===== config.mk =====
export PLATFORM = sky130hd
export DESIGN_NAME = rr_context_scheduler
export DESIGN_NICKNAME = d
export VERILOG_FILES = /design/src/rtl/rr_context_scheduler.sv
export SDC_FILE = /design/constraint.sdc
export NUM_CORES = 1
export LEC_CHECK = 0
export CAP_MARGIN = 25
export CORE_ASPECT_RATIO = 0.8
export CORE_MARGIN = 2
export CORE_UTILIZATION = 50
export CTS_CLUSTER_DIAMETER = 120
export DETAILED_ROUTE_END_ITERATION = 8
export GPL_ROUTABILITY_DRIVEN = 1
export PLACE_DENSITY = 0.75
export SYNTH_ARGS = -nofsm -noshare
export SYNTH_HDL_FRONTEND = slang
export SYNTH_SLANG_ARGS = --single-unit

===== constraint.sdc =====
create_clock -name clk -period 7.4 [get_ports clk]
set_input_delay 1.48 -clock clk [delete_from_list [all_inputs] [get_ports clk]]
set_output_delay 1.48 -clock clk [all_outputs]
set_load 0.005 [all_outputs]

===== src/rtl/rr_context_scheduler.sv =====
// Round-robin context scheduler: tracks ready process slots and their saved PCs,
// and sequences quantum expiry -> save -> select -> load -> re-arm.
module rr_context_scheduler #(
    parameter int NPROC = 8,
    parameter int PCW   = 16,
    localparam int IDW  = $clog2(NPROC)
) (
    input  logic           clk,
    input  logic           reset,
    input  logic           start,
    input  logic           tmr_busy,
    input  logic           proc_set,
    input  logic           proc_clr,
    input  logic [IDW-1:0] proc_id,
    input  logic [PCW-1:0] pc_init,
    input  logic [PCW-1:0] cur_pc,
    output logic           arm_timer,
    output logic           switch_req,
    output logic           pc_load,
    output logic [PCW-1:0] pc_out,
    output logic [IDW-1:0] cur_pid,
    output logic           idle,
    output logic [2:0]     fsm_state
);

    typedef enum logic [2:0] {
        IDLE   = 3'd0,
        RUN    = 3'd1,
        SAVE   = 3'd2,
        SELECT = 3'd3,
        LOAD   = 3'd4,
        ARM    = 3'd5
    } state_t;

    state_t               state;
    state_t               state_nxt;
    logic [NPROC-1:0]     ready_mask;
    logic [PCW-1:0]       pc_table [NPROC];
    logic                 tmr_q;
    logic                 expiry;
    logic                 cur_ready;
    logic                 found;
    logic [IDW-1:0]       next_id;
    logic [IDW-1:0]       cand;

    assign expiry     = tmr_q && !tmr_busy;
    // A clear of the running slot counts in the same cycle so it pre-empts a
    // simultaneous expiry (the exiting process is never saved).
    assign cur_ready  = ready_mask[cur_pid] && !(proc_clr && (proc_id == cur_pid));

    assign idle       = (state == IDLE);
    assign switch_req = (state == SAVE) || (state == SELECT) || (state == LOAD) || (state == ARM);
    assign pc_load    = (state == LOAD);
    assign arm_timer  = (state == ARM);
    assign fsm_state  = state;

    // Search starts after the current slot and wraps; the current slot is checked last.
    always_comb begin
        found   = 1'b0;
        next_id = cur_pid;
        cand    = cur_pid;
        for (int k = 1; k <= NPROC; k++) begin
            cand = IDW'((int'(cur_pid) + k) % NPROC);
            if (!found && ready_mask[cand]) begin
                found   = 1'b1;
                next_id = cand;
            end
        end
    end

    always_comb begin
        state_nxt = state;
        case (state)
            IDLE: begin
                if (start && (ready_mask != '0)) state_nxt = SELECT;
            end
            RUN: begin
                if (!cur_ready)   state_nxt = SELECT;
                else if (expiry)  state_nxt = start ? SAVE : IDLE;
            end
            SAVE:    state_nxt = SELECT;
            SELECT:  state_nxt = found ? LOAD : IDLE;
            LOAD:    state_nxt = ARM;
            ARM:     state_nxt = RUN;
            default: state_nxt = IDLE;
        endcase
    end

    always_ff @(posedge clk or posedge reset) begin
        if (reset) state <= IDLE;
        else       state <= state_nxt;
    end

    // Cleared on the way out of ARM so a level left over from the last quantum
    // cannot look like an immediate expiry.
    always_ff @(posedge clk or posedge reset) begin
        if (reset)               tmr_q <= 1'b0;
        else if (state == ARM)   tmr_q <= 1'b0;
        else                     tmr_q <= tmr_busy;
    end

    always_ff @(posedge clk or posedge reset) begin
        if (reset) begin
            ready_mask <= '0;
        end else begin
            if (proc_set) ready_mask[proc_id] <= 1'b1;
            if (proc_clr) ready_mask[proc_id] <= 1'b0;
        end
    end

    // The SAVE write is issued last so it overrides a same-slot proc_set.
    always_ff @(posedge clk or posedge reset) begin
        if (reset) begin
            for (int i = 0; i < NPROC; i++) pc_table[i] <= '0;
        end else begin
            if (proc_set)      pc_table[proc_id] <= pc_init;
            if (state == SAVE) pc_table[cur_pid] <= cur_pc;
        end
    end

    always_ff @(posedge clk or posedge reset) begin
        if (reset) begin
            cur_pid <= '0;
            pc_out  <= '0;
        end else if ((state == SELECT) && found) begin
            cur_pid <= next_id;
            pc_out  <= pc_table[next_id];
        end
    end

endmodule


==> results of run 1 <==
-- routing by layer --
layer / part of all wire [%] / vias up / GRT usage (%)
li1: - / 3338 / -
met1: 46 / 3533 / 36.2
met2: 47 / 240 / 39.7
met3: 6.2 / 22 / 5.33
met4: 0.87 / 0 / 4.91
met5: 0 / - / 0
-- area by class of cell --
type,instances,area (µm²),area share (%)
multi-input cells,660,4830,45.2
inverters,13,53.8,0.503
flip-flops and latches,159,3980,37.2
clock inverters,9,130,1.22
well taps,230,288,2.69
clock buffers,23,498,4.66
repair buffers,88,913,8.55
-- cell families (layout without fill, tap and decap cells) --
family          after synthesis  in the layout  share of synthesized area [%]
compound gates              215            215                           15.3
simple gates                209            209                           9.48
mux                         221            221                           25.0
xor+xnor                      9              9                           1.13
buf+inv                     110            133                           5.43
fa+ha+maj                     6              6                          0.807
flops                       159            159                           42.8
-- power breakdown --
part | internal [mW] | switching, mW | leakage, nW
clock | 0.575 | 0.357 | 0.309
sequential | 1.31 | 0.319 | 1.85
combinational | 1.72 | 2.00 | 2.71
total | 3.60 | 2.68 | 4.86
-- cells in the final DEF, fill, tap and decap left out, types with 3 or more instances in the layout --
cell type,n
mux2_1,4
clkbuf_16,17
mux4_2,8
nand2b_1,5
o21a_1,3
nand2_1,18
nor2b_1,6
buf_16,4
inv_1,11
nor2_1,149
ha_1,6
a22o_1,16
mux2i_1,203
a221oi_2,11
o21ai_0,3
xnor2_1,5
nand3_1,4
mux2_2,5
clkinv_2,3
buf_4,17
dfrtp_1,159
nor2_2,4
bufinv_16,3
clkbuf_8,5
a22oi_1,17
clkdlybuf4s50_1,66
a221oi_1,7
a21oi_1,137
nor3_1,8
-- worst register-to-register path: stages, from the launching register on --
cell	delay [ns]
dfrtp_1	0.85
inv_2	0.29
ha_1	0.68
mux4_2	0.50
mux2_4	0.35
and2_0	0.16
a311o_1	0.32
a211o_1	0.25
o211ai_2	0.11
and2_1	0.82
a22oi_1	0.26
a22o_1	0.27
-- flip-flops by register name, indices dropped and copies added, names as in the netlist --
register and flops:
tmr_q 1, pc_out 16, fsm_state 3, cur_pid 3, ready_mask 8, pc_table 128
-- how the worst max path moves through the flow --
stage | endpoint | slack [ns] | cells past startpoint
floorplan | cur_pid[0] | 1.63 | 1
global placement | pc_out[13] | 2.38 | 12
detailed placement | pc_out[4] | 2.48 | 13
CTS | pc_out[6] | 2.45 | 13
global route | pc_out[11] | 2.14 | 11
finish | pc_out[15] | 2.43 | 11
-- per-stage QoR --
step	std cells	total power [mW]
6_report	1182	6.28
5_1_grt	1182	6.68
4_1_cts	1181	6.26
3_5_place_dp	1149	5.32
3_3_place_gp	1145	5.06
2_1_floorplan	929	4.43
==> results by group, run 1 <==
Outcome
  – Result of the run: finished clean

Critical path
  – Maximum fanout along the worst path: 19
  – Cell type of the slowest stage on the worst timing path: dfrtp_1
  – Register-to-Register Path Depth: 11
  – Crit path required time: 7.72 ns
  – CP delay by family, top: compound AO/OA/AOI/OAI gates
  – Critical Path End Type: flip-flop
  – Reg2Reg Setup Slack: 2.43 ns
  – Worst Setup Start Kind: flip-flop
  – Startpoint of the most critical setup path: cur_pid[0]
  – R2r endpoint: pc_out[15]
  – Total buffers and inverters traversed by the critical path: 1
  – Arrival time worst endpoint: 5.29 ns
  – Kind of critical path: flip-flop to flip-flop
  – Cells traversed along the worst timing path: inv_2, ha_1, mux4_2, mux2_4, and2_0, a311o_1, a211o_1, o211ai_2, and2_1, a22oi_1, a22o_1
  – Reg2Reg Launch Point: cur_pid[0]
  – Slowest cell delay on critical path: 0.85 ns

Clock tree
  – # Post-CTS Setup Buffers: 0
  – CTS tree: yes
  – Buffer type at the clock tree root: clkbuf_16
  – Max Buffers Root-to-Sink: 2
  – Post-CTS clock slew at the launch and capture registers of the worst setup and hold paths: 0.06 ns
  – Post-CTS Hold Buffers: 0
  – Clock Sinks: 159
  – Count of H-tree levels built during CTS: 4
  – Clock latency of the later-clocked register in the worst-skew pair: 0.43 ns
  – Count of instances resized after the clock tree is built: 0
  – TritonCTS buffer count: 17

Placed design
  – Detailed-placement wirelength estimate: 14.4 mm
  – GPL Wtd Cong: 0.922
  – Setup slack after placement: 2.48 ns
  – Cell area after placement: 10000 µm²
  – Number of input and output port buffers inserted: 66

Floorplan
  – Starting density of the core: 51.2%
  – Floorplan die width: 156 µm
  – Total Die Area: 19700 µm²
  – Height of the die: 126 µm
  – Number of rows in the core area: 44
  – IO Count: 67
  – Area of the core: 18200 µm²

Global routing
  – Overflow after GRT: 0
  – Via count of the first global-routing pass: 6954
  – Global-route usage over all layers: 25.2%
  – Antenna violations before repair: 0
  – First-pass GRT wire length: 38.5 mm
  – Largest net degree at the start of global routing: 82

Synthesis
  – Fraction of registers with async set or reset after synthesis: 100%
  – Synthesis warning total: 0
  – Flip-flop and latch count after synthesis: 159
  – Number of nets in the synthesized netlist: 976
  – Post-Synthesis Mean Instance Area: 10.0 µm²
  – Post-Synthesis Cells: 929
  – Library cell occupying the most area in the post-synthesis netlist: dfrtp_1
  – Ys flop type: dfrtp_1
  – Post-synthesis sequential area ratio: 42.8%
  – EDFF count, synth: 0
  – Most frequent cells after synthesis: 203 x mux2i_1, 159 x dfrtp_1, 151 x nor2_1, 137 x a21oi_1, 55 x clkbuf_1
  – Largest cells by area after synthesis: dfrtp_1 43%, mux2i_1 22%, a21oi_1 7.4%, nor2_1 6.1%, clkbuf_1 2.2%
  – Area fraction of the dominant cell type after synthesis: 42.8%
  – Count of different cell masters after synthesis: 63
  – Library cell with the highest instance count after synthesis: mux2i_1
  – Syn Std Cell Area: 9300 µm²

Routing
  – Routed via count: 7133
  – Post-route DRC: 0
  – 1st-pass router iterations: 6
  – Vias per cell: 6.03
  – Remaining antenna violation count after routing: 0
  – Post-detailed-routing wire length: 23.7 mm
  – Number of DRC markers in iteration 0: 596
  – Routed length per placed instance: 20.1 µm

Timing
  – Post-route clock period utilization: 67.2%
  – Slew headroom: 34.2%
  – Worst Hold Slack: 0.510 ns
  – Worst Max-Slew Pin Slew: 0.987 ns
  – Skew final: 0.00707 ns
  – Final setup viols: 0
  – Slack of the critical path: 2.43 ns
  – Final hold violation count: 0
  – Setup TNS: 0 ns
  – Max frequency: 201 MHz
  – RSZ-0062 raised after global routing: false
  – Count of pins over their slew limit: 0
  – Shortest period the worst path allows: 4.97 ns

Final layout
  – Number of diodes added for antenna fixing: 0
  – Number of nets in the finished design: 986
  – Syn-to-layout area delta: 14.9%
  – Fin util: 58.8%
  – Fraction of final layout cells with drive strength greater than 1: 9.66%
  – # fillers: 1560
  – Area of all placed cells without fillers: 10700 µm²

Power and ir drop
  – Leakage power: 4.86 nW
  – Pwr Density: 588 nW/µm²
  – Maximum resistive drop on vdd: 0.000511 V

Worst hold path
  – Hold WC Path Type: flip-flop to flip-flop
  – Min-Delay Endpoint: pc_out[10]
  – Hold wc startpoint: pc_out[10]
  – Hold Path Depth: 1

Job
  – Number of maximum-capacitance constraint violations: 0
(Power assumes the default switching activity.)
==> run 2, diff against run 1 <==
Clock period 7.4 ns to 5.1 ns, I/O delays scaled along.
==> run 2 against run 1 <==
Clock skew up 0.0043 ns. Clock power rose by 44%. Hold slack worse by 0.0046 ns. Non-clock buffer count increased by 4. Largest cell class unchanged. Wire length increased by 1.2%.
==> results by group, run 2 (synthesized netlist as in run 1, its figures left out) <==
Power and ir drop
  – Pwr Density: 844 nW/µm² (+44%)
  – Maximum resistive drop on vdd: 0.000603 V (+18%)
  – Leakage power: 4.85 nW (-0.21%)

Final layout
  – Number of nets in the finished design: 990 (+0.41%)
  – Most common library cell in the layout ignoring fill and taps: mux2i_1
  – Area taken by flip-flops and latches: 3980 µm² (unchanged)
  – Area of all placed cells without fillers: 10700 µm² (-0.28%)
  – Most flop-heavy register: pc_table
  – Fin util: 58.7% (-0.17 points)
  – Largest registers: pc_table (128), pc_out (16), ready_mask (8)
  – Flip-flop count of the largest register after layout: 128 (unchanged)
  – Number of diodes added for antenna fixing: 0 (unchanged)
  – Multi-input gate area in the final layout: 4830 µm² (unchanged)
  – Syn-to-layout area delta: 14.6%
  – # fillers: 1540 (-1.3%)
  – Fraction of final layout cells with drive strength greater than 1: 9.84% (+0.18 points)
  – Most frequent cells in the layout: 203 x mux2i_1, 159 x dfrtp_1, 149 x nor2_1, 137 x a21oi_1, 66 x clkdlybuf4s50_1

Routing
  – Routed length per placed instance: 20.3 µm (+0.94%)
  – Post-route DRC: 0 (unchanged)
  – Post-detailed-routing wire length: 24.0 mm (+1.2%)
  – Number of DRC markers in iteration 0: 637 (+6.9%)
  – 1st-pass router iterations: 5 (-1)
  – Vias per cell: 6.04 (+0.15%)
  – Routed via count: 7162 (+0.41%)
  – Remaining antenna violation count after routing: 0 (unchanged)

Timing
  – Post-route clock period utilization: 85.0% (+18 points)
  – Worst Max-Slew Pin Slew: 0.724 ns (-0.263 ns)
  – Shortest period the worst path allows: 4.34 ns (-0.633 ns)
  – Count of pins over their slew limit: 0 (unchanged)
  – RSZ-0062 raised after global routing: false
  – Max frequency: 231 MHz (+15%)
  – Final setup viols: 0 (unchanged)
  – Skew final: 0.0114 ns (+0.00433 ns)
  – Setup TNS: 0 ns (unchanged)
  – Final hold violation count: 0 (unchanged)
  – Worst Hold Slack: 0.506 ns (-0.00460 ns)
  – Slew headroom: 51.6% (+17 points)

Global routing
  – Largest net degree at the start of global routing: 102 (+24%)
  – First-pass GRT wire length: 38.9 mm (+1.2%)
  – Antenna violations before repair: 0 (unchanged)
  – Via count of the first global-routing pass: 7079 (+1.8%)
  – Overflow after GRT: 0 (unchanged)
  – Global-route usage over all layers: 25.5% (+0.36 points)

Clock tree
  – CTS tree: yes
  – # Post-CTS Setup Buffers: 0 (unchanged)
  – Post-CTS Hold Buffers: 0 (unchanged)
  – TritonCTS buffer count: 17 (unchanged)
  – Clock latency of the later-clocked register in the worst-skew pair: 0.43 ns (about the same)
  – Clock Sinks: 159 (unchanged)
  – Count of H-tree levels built during CTS: 4 (unchanged)
  – Count of instances resized after the clock tree is built: 0 (unchanged)
  – Buffer type at the clock tree root: clkbuf_16
  – Max Buffers Root-to-Sink: 2 (unchanged)
  – Post-CTS clock slew at the launch and capture registers of the worst setup and hold paths: 0.06 ns (about the same)

Placed design
  – Cell area after placement: 10000 µm² (+0.14%)
  – GPL Wtd Cong: 0.923 (+0.21%)
  – Number of input and output port buffers inserted: 66 (unchanged)
  – Detailed-placement wirelength estimate: 15.0 mm (+4.4%)

Critical path
  – Kind of critical path: flip-flop to flip-flop
  – Arrival time worst endpoint: 4.66 ns (-0.63 ns)
  – Slowest cell delay on critical path: 0.65 ns (-0.20 ns)
  – CP dominant cell by count: mux2i_1
  – Maximum fanout along the worst path: 44 (+25)
  – Critical Path End Type: flip-flop
  – R2r endpoint: pc_out[5]
  – Cell type of the slowest stage on the worst timing path: dfrtp_1
  – CP delay by family, top: multiplexers
  – Total buffers and inverters traversed by the critical path: 2 (+1)
  – Worst Setup Start Kind: flip-flop
  – Reg2Reg Launch Point: cur_pid[2]
  – Reg2Reg Setup Slack: 0.76 ns (-1.67 ns)
  – Cells traversed along the worst timing path: inv_1, ha_1, mux4_2, mux2i_1, nand2_1, nor2_2, a311oi_4, xnor2_4, buf_12, mux2i_1, a22oi_1, a22o_1
  – Register-to-Register Path Depth: 12 (+1)
  – Crit path required time: 5.42 ns (-2.30 ns)

Worst hold path
  – Min-Delay Endpoint: pc_out[10]
  – Hold Path Depth: 1 (unchanged)
  – Hold wc startpoint: pc_out[10]
  – Hold WC Path Type: flip-flop to flip-flop

Floorplan
  – Starting density of the core: 51.2% (unchanged)
  – IO Count: 67 (unchanged)
  – Area of the core: 18200 µm² (unchanged)
  – Floorplan die width: 156 µm (unchanged)
  – Total Die Area: 19700 µm² (unchanged)
  – Height of the die: 126 µm (unchanged)
  – Number of rows in the core area: 44 (unchanged)

Job
  – Number of maximum-capacitance constraint violations: 0 (unchanged)

Outcome
  – Result of the run: finished clean
[run 2: cell count changes in the layout (fill, tap and decap cells not counted), sizes merged]
cell and change:
clkbuf -3, inv -1, buf +4, bufinv +1, clkinvlp +1, clkinv +1
[run 2: cell type report]
type / instances / area share [%]
clock inverter: 11 / 1.55
inverter: 13 / 0.493
tap: 230 / 2.70
multi-input combinational: 660 / 45.3
sequential: 159 / 37.3
clock buffer: 20 / 4.19
timing repair buffer: 92 / 8.45
[run 2: worst max-delay path by stage]
stage | start | end | slack, ns | cells after the start
after global routing | cur_pid[2] | pc_out[1] | 0.46 | 12
after detailed placement | cur_pid[2] | pc_out[5] | 0.79 | 12
final | cur_pid[2] | pc_out[5] | 0.76 | 12
after floorplan | cur_pid[1] | pc_out[10] | 1.41 | 14
after global placement | cur_pid[2] | pc_out[0] | 1.02 | 12
after CTS | cur_pid[2] | pc_out[5] | 0.80 | 12
[run 2: report_power, final]
part	leakage, nW	switching, mW	total (mW)	internal (mW)
sequential	1.85	0.414	2.31	1.90
combinational	2.71	2.93	5.34	2.41
clock	0.300	0.513	1.34	0.827
total	4.85	3.86	9.00	5.14
[run 2: per-layer routing]
metal  GRT usage (%)  part of all wire, %  up-vias
li1                -                    -     3333
met1            36.4                   45     3551
met2            39.9                   47      249
met3            4.23                  6.3       29
met4            8.15                  1.4        0
met5               0                    0        -
[run 2: worst reg2reg max path: stages (launching register included)]
cell      delay (ns)
dfrtp_1         0.65
inv_1           0.16
ha_1            0.47
mux4_2          0.55
mux2i_1         0.30
nand2_1         0.14
nor2_2          0.27
a311oi_4        0.19
xnor2_4         0.46
buf_12          0.36
mux2i_1         0.35
a22oi_1         0.11
a22o_1          0.23
[run 2: stage by stage]
| stage | cells | worst slack [ns] | power [mW] |
|---|---|---|---|
| floorplan | 929 | 1.41 | 6.42 |
| global placement | 1153 | 1.02 | 7.42 |
| detailed placement | 1154 | 0.788 | 7.61 |
| CTS | 1185 | 0.801 | 8.97 |
| global route | 1185 | 0.457 | 9.55 |
| finish | 1185 | 0.763 | 9.00 |
